<file path="src/rtl/npu_mem_pkg.sv">
// ---------------------------------------------------------------------------
// npu_mem_pkg
// Shared memory-subsystem package. This package holds the state encoding for
// the burst drain engine that moves words from a sync FIFO into a
// valid/ready stream.
// ---------------------------------------------------------------------------
package npu_mem_pkg;

  // IDLE : waiting for a full burst, or for a flush of a partial one
  // RUN  : issuing FIFO reads for the latched burst
  // DRAIN: every read is issued; waiting for the last beat to leave
  typedef enum logic [1:0] {
    IDLE  = 2'd0,
    RUN   = 2'd1,
    DRAIN = 2'd2
  } drain_state_e;

endpackage

</file>
<file path="src/rtl/stream_skid_buf.sv">
// ---------------------------------------------------------------------------
// stream_skid_buf
// Two-entry output buffer for a valid/ready stream. Entries are written by
// push_i and leave in order when the consumer accepts them. The head entry
// does not change while it waits, so the output stays stable under
// back-pressure.
//
// Ports
//   clk, rst_n   clock, asynchronous active-low reset (empties the buffer)
//   push_i       write data_i into the tail this cycle
//   data_i       entry to write
//   ready_i      consumer ready; the head leaves when valid_o & ready_i
//   valid_o      buffer holds at least one entry
//   data_o       head entry
//   count_o      current occupancy, 0..2
// ---------------------------------------------------------------------------
module stream_skid_buf #(
  parameter int WIDTH = 33
) (
  input  logic             clk,
  input  logic             rst_n,
  input  logic             push_i,
  input  logic [WIDTH-1:0] data_i,
  input  logic             ready_i,
  output logic             valid_o,
  output logic [WIDTH-1:0] data_o,
  output logic [1:0]       count_o
);

  logic [WIDTH-1:0] mem_q [2];
  logic             wrPtr_q;
  logic             rdPtr_q;
  logic [1:0]       count_q;
  logic             pop;
  logic             doPush;

  assign valid_o = (count_q != 2'd0);
  assign data_o  = mem_q[rdPtr_q];
  assign count_o = count_q;
  assign pop     = valid_o & ready_i;

  // If the buffer is full, a write is accepted only when a pop frees a slot
  // in the same cycle. The issue logic upstream should never need this, but
  // the guard keeps the buffer contents consistent.
  assign doPush  = push_i & ((count_q != 2'd2) | pop);

  always_ff @(posedge clk or negedge rst_n) begin
    if (!rst_n) begin
      mem_q[0] <= '0;
      mem_q[1] <= '0;
      wrPtr_q  <= 1'b0;
      rdPtr_q  <= 1'b0;
      count_q  <= 2'd0;
    end else begin
      if (doPush) begin
        mem_q[wrPtr_q] <= data_i;
        wrPtr_q        <= ~wrPtr_q;
      end
      if (pop) begin
        rdPtr_q <= ~rdPtr_q;
      end
      case ({doPush, pop})
        2'b10:   count_q <= count_q + 2'd1;
        2'b01:   count_q <= count_q - 2'd1;
        default: count_q <= count_q;
      endcase
    end
  end

endmodule

</file>
<file path="src/rtl/fifo_burst_drain.sv">
// ---------------------------------------------------------------------------
// fifo_burst_drain
// This block reads bursts of words out of an upstream sync FIFO and sends
// them on a valid/ready stream. A burst normally starts when the FIFO holds
// BURST_LEN words. A flush request drains whatever is left as a shorter
// burst. The final beat of each burst is marked with m_last. The FIFO has a
// one-cycle read latency, and reads are throttled so the returned data always
// fits in a two-entry output buffer.
//
// Ports
//   clk, rst_n     clock, asynchronous active-low reset
//   fifo_rd_en     read strobe to the FIFO
//   fifo_rd_data   FIFO data, valid the cycle after an accepted read
//   fifo_empty     FIFO empty flag
//   fifo_count     FIFO occupancy
//   flush          level request to drain a partial burst
//   m_valid/m_ready/m_data/m_last   output stream
//   busy           high whenever the engine is not IDLE
// ---------------------------------------------------------------------------
module fifo_burst_drain
  import npu_mem_pkg::*;
#(
  parameter int DATA_WIDTH = 32,
  parameter int DEPTH      = 16,
  parameter int BURST_LEN  = 4
) (
  input  logic                       clk,
  input  logic                       rst_n,
  output logic                       fifo_rd_en,
  input  logic [DATA_WIDTH-1:0]      fifo_rd_data,
  input  logic                       fifo_empty,
  input  logic [$clog2(DEPTH):0]     fifo_count,
  input  logic                       flush,
  output logic                       m_valid,
  input  logic                       m_ready,
  output logic [DATA_WIDTH-1:0]      m_data,
  output logic                       m_last,
  output logic                       busy
);

  localparam int             CW        = $clog2(DEPTH) + 1;
  localparam logic [CW-1:0]  BurstLenC = CW'(BURST_LEN);
  localparam logic [CW-1:0]  OneC      = CW'(1);

  drain_state_e    state_q, state_d;
  logic [CW-1:0]   burstLen_q, burstLen_d;
  logic [CW-1:0]   issued_q, issued_d;
  logic            inflight_q;
  logic            inflightLast_q;

  logic            issue;
  logic            issueLast;
  logic            spaceOk;
  logic            pop;
  logic            bufValid;
  logic [1:0]      bufCount;
  logic [DATA_WIDTH:0] bufData;

  assign pop       = bufValid & m_ready;
  assign issueLast = ((issued_q + OneC) == burstLen_q);

  // A new read is allowed only if its data will have a slot when it returns.
  // That means the beats already buffered, plus the read in flight, minus the
  // beat leaving this cycle, must be fewer than two.
  assign spaceOk = ({1'b0, bufCount} + {2'b00, inflight_q}) < (3'd2 + {2'b00, pop});

  always_comb begin
    state_d    = state_q;
    burstLen_d = burstLen_q;
    issued_d   = issued_q;
    issue      = 1'b0;
    case (state_q)
      IDLE: begin
        // The count != 0 guard prevents a zero-length burst if the FIFO
        // flags ever disagree for a cycle.
        if (fifo_count >= BurstLenC) begin
          state_d    = RUN;
          burstLen_d = BurstLenC;
          issued_d   = '0;
        end else if (flush && !fifo_empty && (fifo_count != '0)) begin
          state_d    = RUN;
          burstLen_d = fifo_count;
          issued_d   = '0;
        end
      end
      RUN: begin
        if ((issued_q < burstLen_q) && !fifo_empty && spaceOk) begin
          issue    = 1'b1;
          issued_d = issued_q + OneC;
          if (issueLast) begin
            state_d = DRAIN;
          end
        end
      end
      DRAIN: begin
        if (pop && bufData[DATA_WIDTH]) begin
          state_d = IDLE;
        end
      end
      default: state_d = IDLE;
    endcase
  end

  // Reset clears the in-flight flag, so a read that returns after reset is
  // never pushed into the buffer.
  always_ff @(posedge clk or negedge rst_n) begin
    if (!rst_n) begin
      state_q        <= IDLE;
      burstLen_q     <= '0;
      issued_q       <= '0;
      inflight_q     <= 1'b0;
      inflightLast_q <= 1'b0;
    end else begin
      state_q        <= state_d;
      burstLen_q     <= burstLen_d;
      issued_q       <= issued_d;
      inflight_q     <= issue;
      inflightLast_q <= issue & issueLast;
    end
  end

  // Each buffer entry holds the data word plus its last flag in the MSB.
  stream_skid_buf #(
    .WIDTH (DATA_WIDTH + 1)
  ) u_buf (
    .clk     (clk),
    .rst_n   (rst_n),
    .push_i  (inflight_q),
    .data_i  ({inflightLast_q, fifo_rd_data}),
    .ready_i (m_ready),
    .valid_o (bufValid),
    .data_o  (bufData),
    .count_o (bufCount)
  );

  assign fifo_rd_en = issue;
  assign m_valid    = bufValid;
  assign m_data     = bufData[DATA_WIDTH-1:0];
  assign m_last     = bufValid & bufData[DATA_WIDTH];
  assign busy       = (state_q != IDLE);

endmodule
</file>
<file path="config.mk">
export PLATFORM = sky130hd
export DESIGN_NAME = fifo_burst_drain
export DESIGN_NICKNAME = d
export VERILOG_FILES = /design/src/rtl/npu_mem_pkg.sv /design/src/rtl/stream_skid_buf.sv /design/src/rtl/fifo_burst_drain.sv
export SDC_FILE = /design/constraint.sdc
export NUM_CORES = 1
export LEC_CHECK = 0
export CAP_MARGIN = 5
export CORE_ASPECT_RATIO = 1.5
export CORE_UTILIZATION = 56
export DETAILED_ROUTE_END_ITERATION = 10
export MAX_ROUTING_LAYER = met4
export PLACE_DENSITY_LB_ADDON = 0.08
export SLEW_MARGIN = 30
export SYNTH_ARGS = -nofsm -noshare
export SYNTH_HDL_FRONTEND = slang
export SYNTH_HIERARCHICAL = 1
export SYNTH_SLANG_ARGS = --single-unit
</file>
<file path="constraint.sdc">
create_clock -name clk -period 4.9 [get_ports clk]
set_input_delay 0.98 -clock clk [delete_from_list [all_inputs] [get_ports clk]]
set_output_delay 0.98 -clock clk [all_outputs]
set_load 0.05 [all_outputs]
</file>
==> results by group, run 1 <==
Finish
  – Antenna fix cells: 0
  – # fillers: a little over 500
  – Area grow syn2layout: 24.5%
  – Nets: between 400 and 500
  – Non-Filler Instances: 445
  – Fraction of final layout cells sized beyond drive strength 1: 0.343

Clock network
  – Cts repair resizes: 0
  – H-tree depth: 3
  – CTS tree: built
  – Post-CTS Hold Buffers: 0
  – Post-CTS Setup Bufs: 0
  – Worst skew pair latency: around 360 ps
  – Clock root buffer master: clkbuf_8
  – Clk buf depth: 2
  – Clock slew at reported path FFs: around 80 ps
  – Cts bufs inserted: 9
  – Clock sinks: between 80 and 90

Logic synthesis
  – Mux contribution to synthesized area: 0.283
  – Count leader, synth: mux2_2
  – Top cell type's share of synthesized area: 0.522
  – Total number of yosys warnings: 6
  – Synth Area in Adders: 0.0280
  – Mean Syn Cell Area: between 10 and 15 um2
  – Seq cells post-synth: 84
  – Syn Nets: 332
  – Largest family of logic cells by synthesized area: multiplexers
  – Leading area contributor after synthesis: dfrtp_1
  – Cells after Synth: 281
  – Main synth FF type: dfrtp_1
  – Post-synthesis compound-gate area fraction: 0.0513
  – Synth area leaders: dfrtp_1, mux2_2, ha_1
  – Seq/Total Area, Yosys: 0.522
  – Syn Std Cell Area: 0.00403 mm2
  – Post-synth top cells: mux2_2, dfrtp_1, ha_1
  – Post-Synth Simple-Gate Area: 0.0606
  – Synth unique cells: 44
  – Fraction of registers with async set/reset: 1.00
  – XOR/XNOR Fraction of Synth Area: 0.0261
  – EDFF count, synth: 0

Timing
  – Setup-failing EPs final: 0
  – Worst hold slack: roughly 500 ps
  – Hold Vio Cnt, Final: 0
  – Final Cycle Share: 0.800
  – Final worst path period need: roughly 4000 ps
  – RSZ-0062 raised after global routing: false
  – Setup_tns: 0 ps
  – Pins Over Slew Limit: 0
  – Worst slew margin: 0.490
  – F_max: 255 MHz
  – Pin slew with the least headroom to its limit: 764 ps
  – Clk_skew: just over 10 ps

Die
  – # IOs: 78
  – Die footprint: about 0.0075 mm2
  – Die Wd: between 70 and 80 um
  – Die height: 106 um
  – Initial Util: 0.584
  – Row count: 37
  – Core ar.: 0.00690 mm2

Hold path
  – WHS Path Cells: 1
  – HP Start: inflightLast_q
  – Worst Hold Path EP: u_buf/mem_q[65]
  – Class of the worst hold path: flip-flop to flip-flop

Status
  – Failing checks: design-rule violations
  – Outcome: finished with violations

Job
  – Max-cap viol count: 0

GRT
  – Vias in the first global route: about 2.6k
  – Global-route wire length before repair: between 10000 and 15000 um
  – Largest net degree at the start of global routing: 85
  – GRT overflow: 0
  – Antenna violations before repair: 0
  – Gr usage total: 0.227

Drt
  – DR vias/cell: around 5.6
  – Post-route DRC: 6
  – Total number of vias: 2471
  – Routed WL per cell: 16.7 um
  – DRT iter0 DRCs: between 90 and 100
  – Remaining antenna violation count: 0
  – Overall routed net length: 7440 um
  – DR pass1 iterations: 7

Placed design
  – Post-DP HPWL: between 5000 and 6000 um
  – Inst Count DP: between 400 and 500
  – Final Wtd Congestion: 0.846
  – Port Buffers: 77

Critical path
  – CP max FO: 8
  – CP endpoint kind: output pin
  – Worst R2R Setup Slack: 2870 ps
  – Worst r2r dst: issued_q[4]
  – Critical Path RT: a little under 4000 ps
  – Worst R2R Start: u_buf/count_o[0]
  – CP Class: input port to output pin
  – Startpoint types: input port
  – Worst EP arrival: around 2900 ps
  – R2r worst-path depth: 6

Pwr
  – Worst VDD drop: around 0.44 mV
  – LEAKAGE: roughly 2.1 nW
  – Pwr dens: 725 mW/mm2
report_power, final:
part | internal (mW) | switching [mW]
sequential | 1.00 | 0.197
combinational | 0.862 | 1.15
clock | 0.182 | 0.245
total | 2.05 | 1.59
worst max path at each step:
stage	slack (ps)	to	startpoint	depth (start not counted)
finish	980	fifo_rd_en	m_ready	6
global route	890	fifo_rd_en	m_ready	6
CTS	980	fifo_rd_en	m_ready	6
detailed placement	980	fifo_rd_en	m_ready	6
global placement	1000	fifo_rd_en	m_ready	6
floorplan	2100	fifo_rd_en	fifo_empty	4
flip-flops by register name, summed over array words and instances (netlist names):
signal and flops:
u_buf/rdPtr_q 1, inflightLast_q 1, burstLen_q 5, state_q 2, issued_q 5, u_buf/mem_q 66, u_buf/count_o 2, inflight_q 1
u_buf/wrPtr_q 1
area by class of cell:
class,instances,area (um2),area share
flip-flops and latches,84,2100,0.419
multi-input cells,179,1810,0.361
repair buffers,80,815,0.163
clock buffers,11,131,0.0262
well taps,78,97.6,0.0195
inverters,8,30.0,0.00599
clock inverters,5,28.8,0.00574
worst max-delay path, cell delays in order:
cell and delay, ps:
clkdlybuf4s50_1 570, and3b_1 230, o21a_4 150, nand3_4 110, inv_1 100, clkdlybuf4s50_1 800
logic make-up after synthesis:
family          Yosys count
compound gates           22
mux                     101
flops                    84
buf+inv                  18
xor+xnor                 12
fa+ha+maj                 9
simple gates             35
stage by stage:
| step | instance area, um2 | util | power (mW) | setup WS [ps] |
|---|---|---|---|---|
| finish | 5010 | 0.727 | 3.64 | 981 |
| global route | 5010 | 0.727 | 3.83 | 888 |
| detailed placement | 4850 | 0.703 | 3.24 | 979 |
| global placement | 4820 | 0.699 | 3.19 | 1000 |
| CTS | 5010 | 0.727 | 3.67 | 979 |
| floorplan | 4030 | - | 2.65 | 2100 |
layer usage:
layer | vias up | global-route usage | part of all wire
met5 | - | - | 0
met4 | 0 | 0.0814 | 0.018
met3 | 9 | 0.0583 | 0.037
met2 | 55 | 0.384 | 0.53
met1 | 1243 | 0.256 | 0.41
li1 | 1164 | - | -
layout by cell type, fill, tap and decap left out, types with 2 or more instances in the layout:
cell type	instances
mux2_2	92
dfrtp_1	84
clkdlybuf4s50_1	76
ha_1	9
clkbuf_8	9
inv_1	8
xnor2_1	8
mux2_1	7
nor2_1	5
nand2_1	5
xor2_1	4
nand2b_1	4
a21oi_1	4
clkinv_2	4
or2_2	3
o31ai_1	3
a32o_1	3
and2_1	2
nand3_1	2
nand4_1	2
o21ai_1	2
clkbuf_1	2
nor3b_4	2
buf_4	2
(Power assumes the default switching activity.)
==> run 2: changes to the inputs <==
--- a/config.mk
+++ b/config.mk
@@ -7,7 +7,7 @@
 export LEC_CHECK = 0
 export CAP_MARGIN = 5
 export CORE_ASPECT_RATIO = 1.5
-export CORE_UTILIZATION = 56
+export CORE_UTILIZATION = 52
 export DETAILED_ROUTE_END_ITERATION = 10
 export MAX_ROUTING_LAYER = met4
 export PLACE_DENSITY_LB_ADDON = 0.08
==> constraint.sdc (replaced) <==
create_clock -name clk -period 4.08 [get_ports clk]
set_input_delay 0.816 -clock clk [delete_from_list [all_inputs] [get_ports clk]]
set_output_delay 0.816 -clock clk [all_outputs]
set_load 0.05 [all_outputs]
==> run 2 against run 1 <==
  * The run now ends clean
  * Via count increased by 2.3%
  * Global-route usage is 1.8 points lower
  * Hold slack worse by 4.7 ps
  * First-iteration DRC count shrank 7.5%
  * Wire length barely moved
  * Sequential share of layout area decreased by 0.68 points
  * Largest power group unchanged
  * Highest routed layer unchanged
==> results by group, run 2 (synthesized netlist as in run 1, its figures left out) <==
GRT
  – Global-route wire length before repair: 12200 um (was 12400 um)
  – Gr usage total: 0.209 (was 0.227)
  – Antenna violations before repair: 0 (unchanged)
  – Vias in the first global route: 2682 (was 2592)
  – Largest net degree at the start of global routing: 85 (unchanged)
  – GRT overflow: 0 (unchanged)

Critical path
  – Critical Path RT: 3260 ps (was 3920 ps)
  – CP max FO: 8 (unchanged)
  – Startpoint types: flip-flop (was input port)
  – CP Class: flip-flop to output pin (was input port to output pin)
  – Worst EP arrival: 2820 ps (was 2940 ps)
  – CP endpoint kind: output pin (unchanged)

Timing
  – Setup-failing EPs final: 0 (unchanged)
  – Setup_tns: 0 ps (unchanged)
  – RSZ-0062 raised after global routing: false (unchanged)
  – Final Cycle Share: 0.891
  – Hold Vio Cnt, Final: 0 (unchanged)
  – Worst hold slack: 488 ps (was 492 ps)
  – Pin slew with the least headroom to its limit: 754 ps (was 764 ps)
  – Worst slew margin: 0.498 (was 0.490)
  – F_max: roughly 280 MHz
  – Final worst path period need: around 3600 ps
  – Clk_skew: 9.16 ps (was 10.1 ps)
  – Pins Over Slew Limit: 0 (unchanged)

Clock network
  – Cts bufs inserted: 9 (unchanged)
  – Worst skew pair latency: 350 ps (was 360 ps)
  – Cts repair resizes: 0 (unchanged)
  – Clock slew at reported path FFs: 80 ps (about the same)
  – Clk buf depth: 2 (unchanged)
  – CTS tree: built (unchanged)
  – Clock root buffer master: clkbuf_8 (unchanged)
  – Post-CTS Hold Buffers: 0 (unchanged)
  – H-tree depth: 3 (unchanged)
  – Clock sinks: 84 (unchanged)
  – Post-CTS Setup Bufs: 0 (unchanged)

Job
  – Max-cap viol count: 0 (unchanged)

Drt
  – Overall routed net length: 7440 um (about the same)
  – Routed WL per cell: 15.9 um (was 16.7 um)
  – DRT iter0 DRCs: 86 (was 93)
  – DR pass1 iterations: 4 (was 7)
  – Total number of vias: 2527 (was 2471)
  – Post-route DRC: 0 (was 6)
  – DR vias/cell: 5.40 (was 5.55)
  – Remaining antenna violation count: 0 (unchanged)

Finish
  – Most used cells in the layout excluding fill and tap cells: mux2_2, dfrtp_1, clkdlybuf4s50_1 (unchanged)
  – Fraction of final layout cells sized beyond drive strength 1: 0.348 (was 0.343)
  – # fillers: 561 (was 506)
  – Reg with most FFs: u_buf/mem_q (unchanged)
  – Reg area: 0.00210 mm2 (unchanged)
  – Layout Utilization: 0.691 (was 0.727)
  – Most common cell after layout, fill and taps aside: mux2_2 (unchanged)
  – Post-route cell area: 0.00509 mm2 (was 0.00501 mm2)
  – Antenna fix cells: 0 (unchanged)
  – Area grow syn2layout: 26.5% (was 24.5%)
  – Top flop regs: u_buf/mem_q: 66 flops, burstLen_q: 5 flops, issued_q: 5 flops (unchanged)
  – Number of flip-flops under the largest register name: 66 (unchanged)
  – Nets: 414 (was 413)
  – Area of the multi-input gates: 0.00181 mm2 (unchanged)

Placed design
  – Final Wtd Congestion: 0.867 (was 0.846)
  – Post-DP HPWL: 5130 um (was 5120 um)
  – Port Buffers: 77 (unchanged)
  – Placed Area: 0.00488 mm2 (was 0.00485 mm2)

Die
  – # IOs: 78 (unchanged)
  – Initial Util: 0.546 (was 0.584)
  – Die footprint: 0.00811 mm2 (was 0.00754 mm2)
  – Row count: 38 (was 37)
  – Core ar.: 0.00737 mm2 (was 0.00690 mm2)
  – Die height: 110 um (was 106 um)
  – Die Wd: 73.8 um (was 71.2 um)

Status
  – Outcome: finished clean (was finished with violations)

Pwr
  – Pwr dens: 886 mW/mm2 (was 725 mW/mm2)
  – LEAKAGE: 2.12 nW (was 2.09 nW)
  – Worst VDD drop: 0.636 mV (was 0.445 mV)

Hold path
  – Class of the worst hold path: flip-flop to flip-flop (unchanged)
run 2: changes by cell type in the layout (fill, tap and decap cells not counted), sizes merged:
cell | before | now
bufinv | 0 | 2
clkinv | 5 | 3
buf | 4 | 5
clkbuf | 11 | 10
inv | 8 | 9
run 2: routing by layer:
metal,track usage,share of wire,up-vias
met5,-,0,-
met4,0.106,0.022,0
met3,0.0449,0.041,12
met2,0.355,0.53,66
met1,0.227,0.41,1276
li1,-,-,1173
run 2: critical path, stage by stage (launching register included):
cell and delay, ps:
dfrtp_1 470, ha_1 220, ha_1 210, a2111oi_4 360, o21a_4 210, nand3_4 110, inv_1 100, clkdlybuf4s50_1 800
run 2: layout make-up:
| class | count | area share |
|---|---|---|
| clock inverter | 6 | 0.0172 |
| multi-input combinational | 179 | 0.355 |
| clock buffer | 10 | 0.0250 |
| sequential | 84 | 0.413 |
| tap | 100 | 0.0246 |
| inverter | 8 | 0.00589 |
| timing repair buffer | 81 | 0.160 |
run 2: path summary, 6_finish.rpt:
| kind | from | endpoint | slack [ps] | depth (start not counted) |
|---|---|---|---|---|
| worst max register to register | u_buf/count_o[0] | issued_q[0] | 2090 | 6 |
| worst max-delay path | u_buf/count_o[0] | fifo_rd_en | 450 | 7 |
| min in group asynchronous | rst_n | u_buf/mem_q[6] | 500 | 1 |
| max in group asynchronous | rst_n | u_buf/mem_q[14] | 3060 | 1 |
| worst min-delay path | u_buf/mem_q[43] | u_buf/mem_q[43] | 490 | 1 |
| worst min register to register | u_buf/mem_q[43] | u_buf/mem_q[43] | 490 | 1 |
run 2: report_power, final:
group	internal [mW]	switching [mW]
combinational	1.05	1.40
clock	0.346	0.291
sequential	1.21	0.218
run 2: stage by stage:
stage / total power, mW / instances / worst slack [ps]
floorplan: 3.19 / 281 / 1470
global placement: 3.86 / 452 / 495
detailed placement: 3.92 / 452 / 463
CTS: 4.57 / 468 / 413
global route: 4.76 / 468 / 286
finish: 4.51 / 468 / 445
==> run 3: changes to the inputs <==
--- a/config.mk
+++ b/config.mk
@@ -5,12 +5,13 @@
 export SDC_FILE = /design/constraint.sdc
 export NUM_CORES = 1
 export LEC_CHECK = 0
-export CAP_MARGIN = 5
+export CAP_MARGIN = 20
 export CORE_ASPECT_RATIO = 1.5
 export CORE_UTILIZATION = 52
 export DETAILED_ROUTE_END_ITERATION = 10
 export MAX_ROUTING_LAYER = met4
 export PLACE_DENSITY_LB_ADDON = 0.08
+export SKIP_LAST_GASP = 1
 export SLEW_MARGIN = 30
 export SYNTH_ARGS = -nofsm -noshare
 export SYNTH_HDL_FRONTEND = slang
==> constraint.sdc (replaced) <==
create_clock -name clk -period 4.1 [get_ports clk]
set_input_delay 0.82 -clock clk [delete_from_list [all_inputs] [get_ports clk]]
set_output_delay 0.82 -clock clk [all_outputs]
set_load 0.05 [all_outputs]
==> run 3 against run 2 <==
  * Final area barely moved
  * Total power fell by 0.75%
  * Wire length fell by 1.6%
  * Cell count did not move
  * Worst setup slack improved by 19 ps
  * Clock skew rose by 0.64 ps
  * Flip-flop and latch count did not move
  * Critical path type unchanged
  * Largest cell class unchanged
  * Largest power group unchanged
==> results by group, run 3 (synthesized netlist as in run 1, its figures left out) <==
Critical path
  – Critical Path Slowest Stage Cell: clkdlybuf4s50_1 (unchanged)
  – CP Class: flip-flop to output pin (unchanged)
  – Crit-path max cell delay: 800 ps (about the same)
  – CP endpoint kind: output pin (unchanged)
  – Critical Path RT: 3280 ps (was 3260 ps)
  – CP max FO: 8 (unchanged)
  – Crit-path most repeated cell: ha_1 (unchanged)
  – CP cell instances: ha_1 > ha_1 > a2111oi_4 > o21a_4 > nand3_4 > inv_1 > clkdlybuf4s50_1 (unchanged)
  – Worst EP arrival: 2820 ps (about the same)
  – Startpoint types: flip-flop (unchanged)

Finish
  – Area of the multi-input gates: 0.00181 mm2 (unchanged)
  – Most used cells in the layout excluding fill and tap cells: mux2_2, dfrtp_1, clkdlybuf4s50_1 (unchanged)
  – Most common cell after layout, fill and taps aside: mux2_2 (unchanged)
  – Reg area: 0.00210 mm2 (unchanged)
  – # fillers: 579 (was 561)
  – Number of flip-flops under the largest register name: 66 (unchanged)
  – Nets: 414 (unchanged)
  – Area grow syn2layout: 26.6% (was 26.5%)
  – Reg with most FFs: u_buf/mem_q (unchanged)
  – Fraction of final layout cells sized beyond drive strength 1: 0.351 (was 0.348)
  – Top flop regs: u_buf/mem_q: 66 flops, burstLen_q: 5 flops, issued_q: 5 flops (unchanged)
  – Antenna fix cells: 0 (unchanged)

Timing
  – Final worst path period need: 3640 ps
  – Final Cycle Share: 0.887
  – Clk_skew: 9.80 ps (was 9.16 ps)
  – Setup_tns: 0 ps (unchanged)
  – RSZ-0062 raised after global routing: false (unchanged)
  – Pin slew with the least headroom to its limit: 752 ps (was 754 ps)
  – Setup-failing EPs final: 0 (unchanged)
  – Worst hold slack: 488 ps (about the same)
  – Hold Vio Cnt, Final: 0 (unchanged)
  – F_max: approximately 280 MHz
  – Pins Over Slew Limit: 0 (unchanged)
  – Setup WS post-layout: 464 ps (was 445 ps)
  – Worst slew margin: 0.499 (was 0.498)

Pwr
  – Overall Power: 4.48 mW (was 4.51 mW)
  – Clock Power Share: 0.140 (was 0.141)
  – Net Sw Frac: 0.424 (was 0.423)
  – Pwr dens: 879 mW/mm2 (was 886 mW/mm2)
  – Logic pwr share: 0.545 (was 0.543)
  – Worst VDD drop: 0.571 mV (was 0.636 mV)
  – LEAKAGE: 2.11 nW (was 2.12 nW)
  – Seq pwr share: 0.315 (was 0.316)
  – P_int: 2.58 mW (was 2.61 mW)
  – Net Sw Power: 1.90 mW (was 1.91 mW)

Clock network
  – Worst skew pair latency: 350 ps (about the same)
  – Cts repair resizes: 0 (unchanged)
  – CTS tree: built (unchanged)
  – Clock root buffer master: clkbuf_8 (unchanged)
  – Cts bufs inserted: 9 (unchanged)
  – H-tree depth: 3 (unchanged)
  – Clk buf depth: 2 (unchanged)
  – Post-CTS Hold Buffers: 0 (unchanged)
  – Clock sinks: 84 (unchanged)
  – Post-CTS Setup Bufs: 0 (unchanged)
  – Clock slew at reported path FFs: 90 ps (was 80 ps)

GRT
  – Largest net degree at the start of global routing: 85 (unchanged)
  – Global-route wire length before repair: 12300 um (was 12200 um)
  – GRT overflow: 0 (unchanged)
  – Gr usage total: 0.208 (was 0.209)
  – Antenna violations before repair: 0 (unchanged)
  – Vias in the first global route: 2652 (was 2682)

Drt
  – Overall routed net length: 7320 um (was 7440 um)
  – Total number of vias: 2503 (was 2527)
  – Highest Signal Layer: met4 (unchanged)
  – DR vias/cell: 5.35 (was 5.40)
  – DRT iter0 DRCs: 116 (was 86)
  – Met1 wire length: 3070 um (was 3040 um)
  – Routed WL per cell: 15.6 um (was 15.9 um)
  – DR WL met2: 3860 um (was 3930 um)
  – DR pass1 iterations: 4 (unchanged)
  – Remaining antenna violation count: 0 (unchanged)
  – Post-route DRC: 0 (unchanged)
  – Met3 Wirelength: 319 um (was 306 um)

Die
  – Die Wd: 73.8 um (unchanged)
  – Row count: 38 (unchanged)
  – Die footprint: 0.00811 mm2 (unchanged)
  – # IOs: 78 (unchanged)
  – Die height: 110 um (unchanged)
  – Initial Util: 0.546 (unchanged)
  – Core ar.: 0.00737 mm2 (unchanged)

Status
  – Outcome: finished clean (unchanged)

Hold path
  – Class of the worst hold path: flip-flop to flip-flop (unchanged)

Job
  – Max-cap viol count: 0 (unchanged)

Placed design
  – Port Buffers: 77 (unchanged)
  – Setup WS pre-CTS: 474 ps (was 463 ps)
  – Post-DP HPWL: 5060 um (was 5130 um)
  – Final Wtd Congestion: 0.868 (was 0.867)
-- run 3: cell type report --
cell class | count | area share
Inverter | 8 | 0.00589
Multi-Input combinational cell | 179 | 0.355
Clock buffer | 12 | 0.0324
Clock inverter | 4 | 0.0106
Sequential cell | 84 | 0.412
Timing Repair Buffer | 81 | 0.160
Tap cell | 100 | 0.0245
-- run 3: worst paths after layout --
kind	cells after the start	end	startpoint	slack, ps
min reg2reg	1	u_buf/mem_q[47]	u_buf/mem_q[47]	490
max	7	fifo_rd_en	u_buf/count_o[0]	460
max in group asynchronous	1	burstLen_q[2]	rst_n	3070
min	1	u_buf/mem_q[47]	u_buf/mem_q[47]	490
max reg2reg	6	issued_q[0]	u_buf/count_o[0]	2100
min in group asynchronous	1	u_buf/mem_q[6]	rst_n	510
-- run 3: stage by stage --
| step | util | instance area (um2) | instances |
|---|---|---|---|
| 2_1_floorplan | - | 4030 | 281 |
| 3_3_place_gp | 0.662 | 4880 | 452 |
| 3_5_place_dp | 0.662 | 4880 | 452 |
| 4_1_cts | 0.692 | 5100 | 468 |
| 5_1_grt | 0.692 | 5100 | 468 |
| 6_report | 0.692 | 5100 | 468 |
-- run 3: power groups by stage --
stage | logic, mW | clock network (mW) | registers, mW
6_report | 2.44 | 0.625 | 1.41
2_1_floorplan | 1.82 | 0 | 1.35
3_5_place_dp | 2.46 | 0 | 1.43
3_3_place_gp | 2.43 | 0 | 1.41
5_1_grt | 2.58 | 0.676 | 1.47
4_1_cts | 2.47 | 0.642 | 1.42
-- run 3: worst max-delay path, delay by kind of cell (launching register included) --
kind	cells	cell delay [ps]
AO/OA/AOI/OAI	2	570
adder cells (fa/ha/maj)	2	430
buffers and inverters	2	900
flip-flops	1	460
AND/OR/NAND/NOR	1	110
-- run 3: routing by layer --
layer,up-vias,track usage
met5,-,-
met4,0,0.0755
met3,7,0.0422
met2,60,0.361
met1,1258,0.235
li1,1178,-
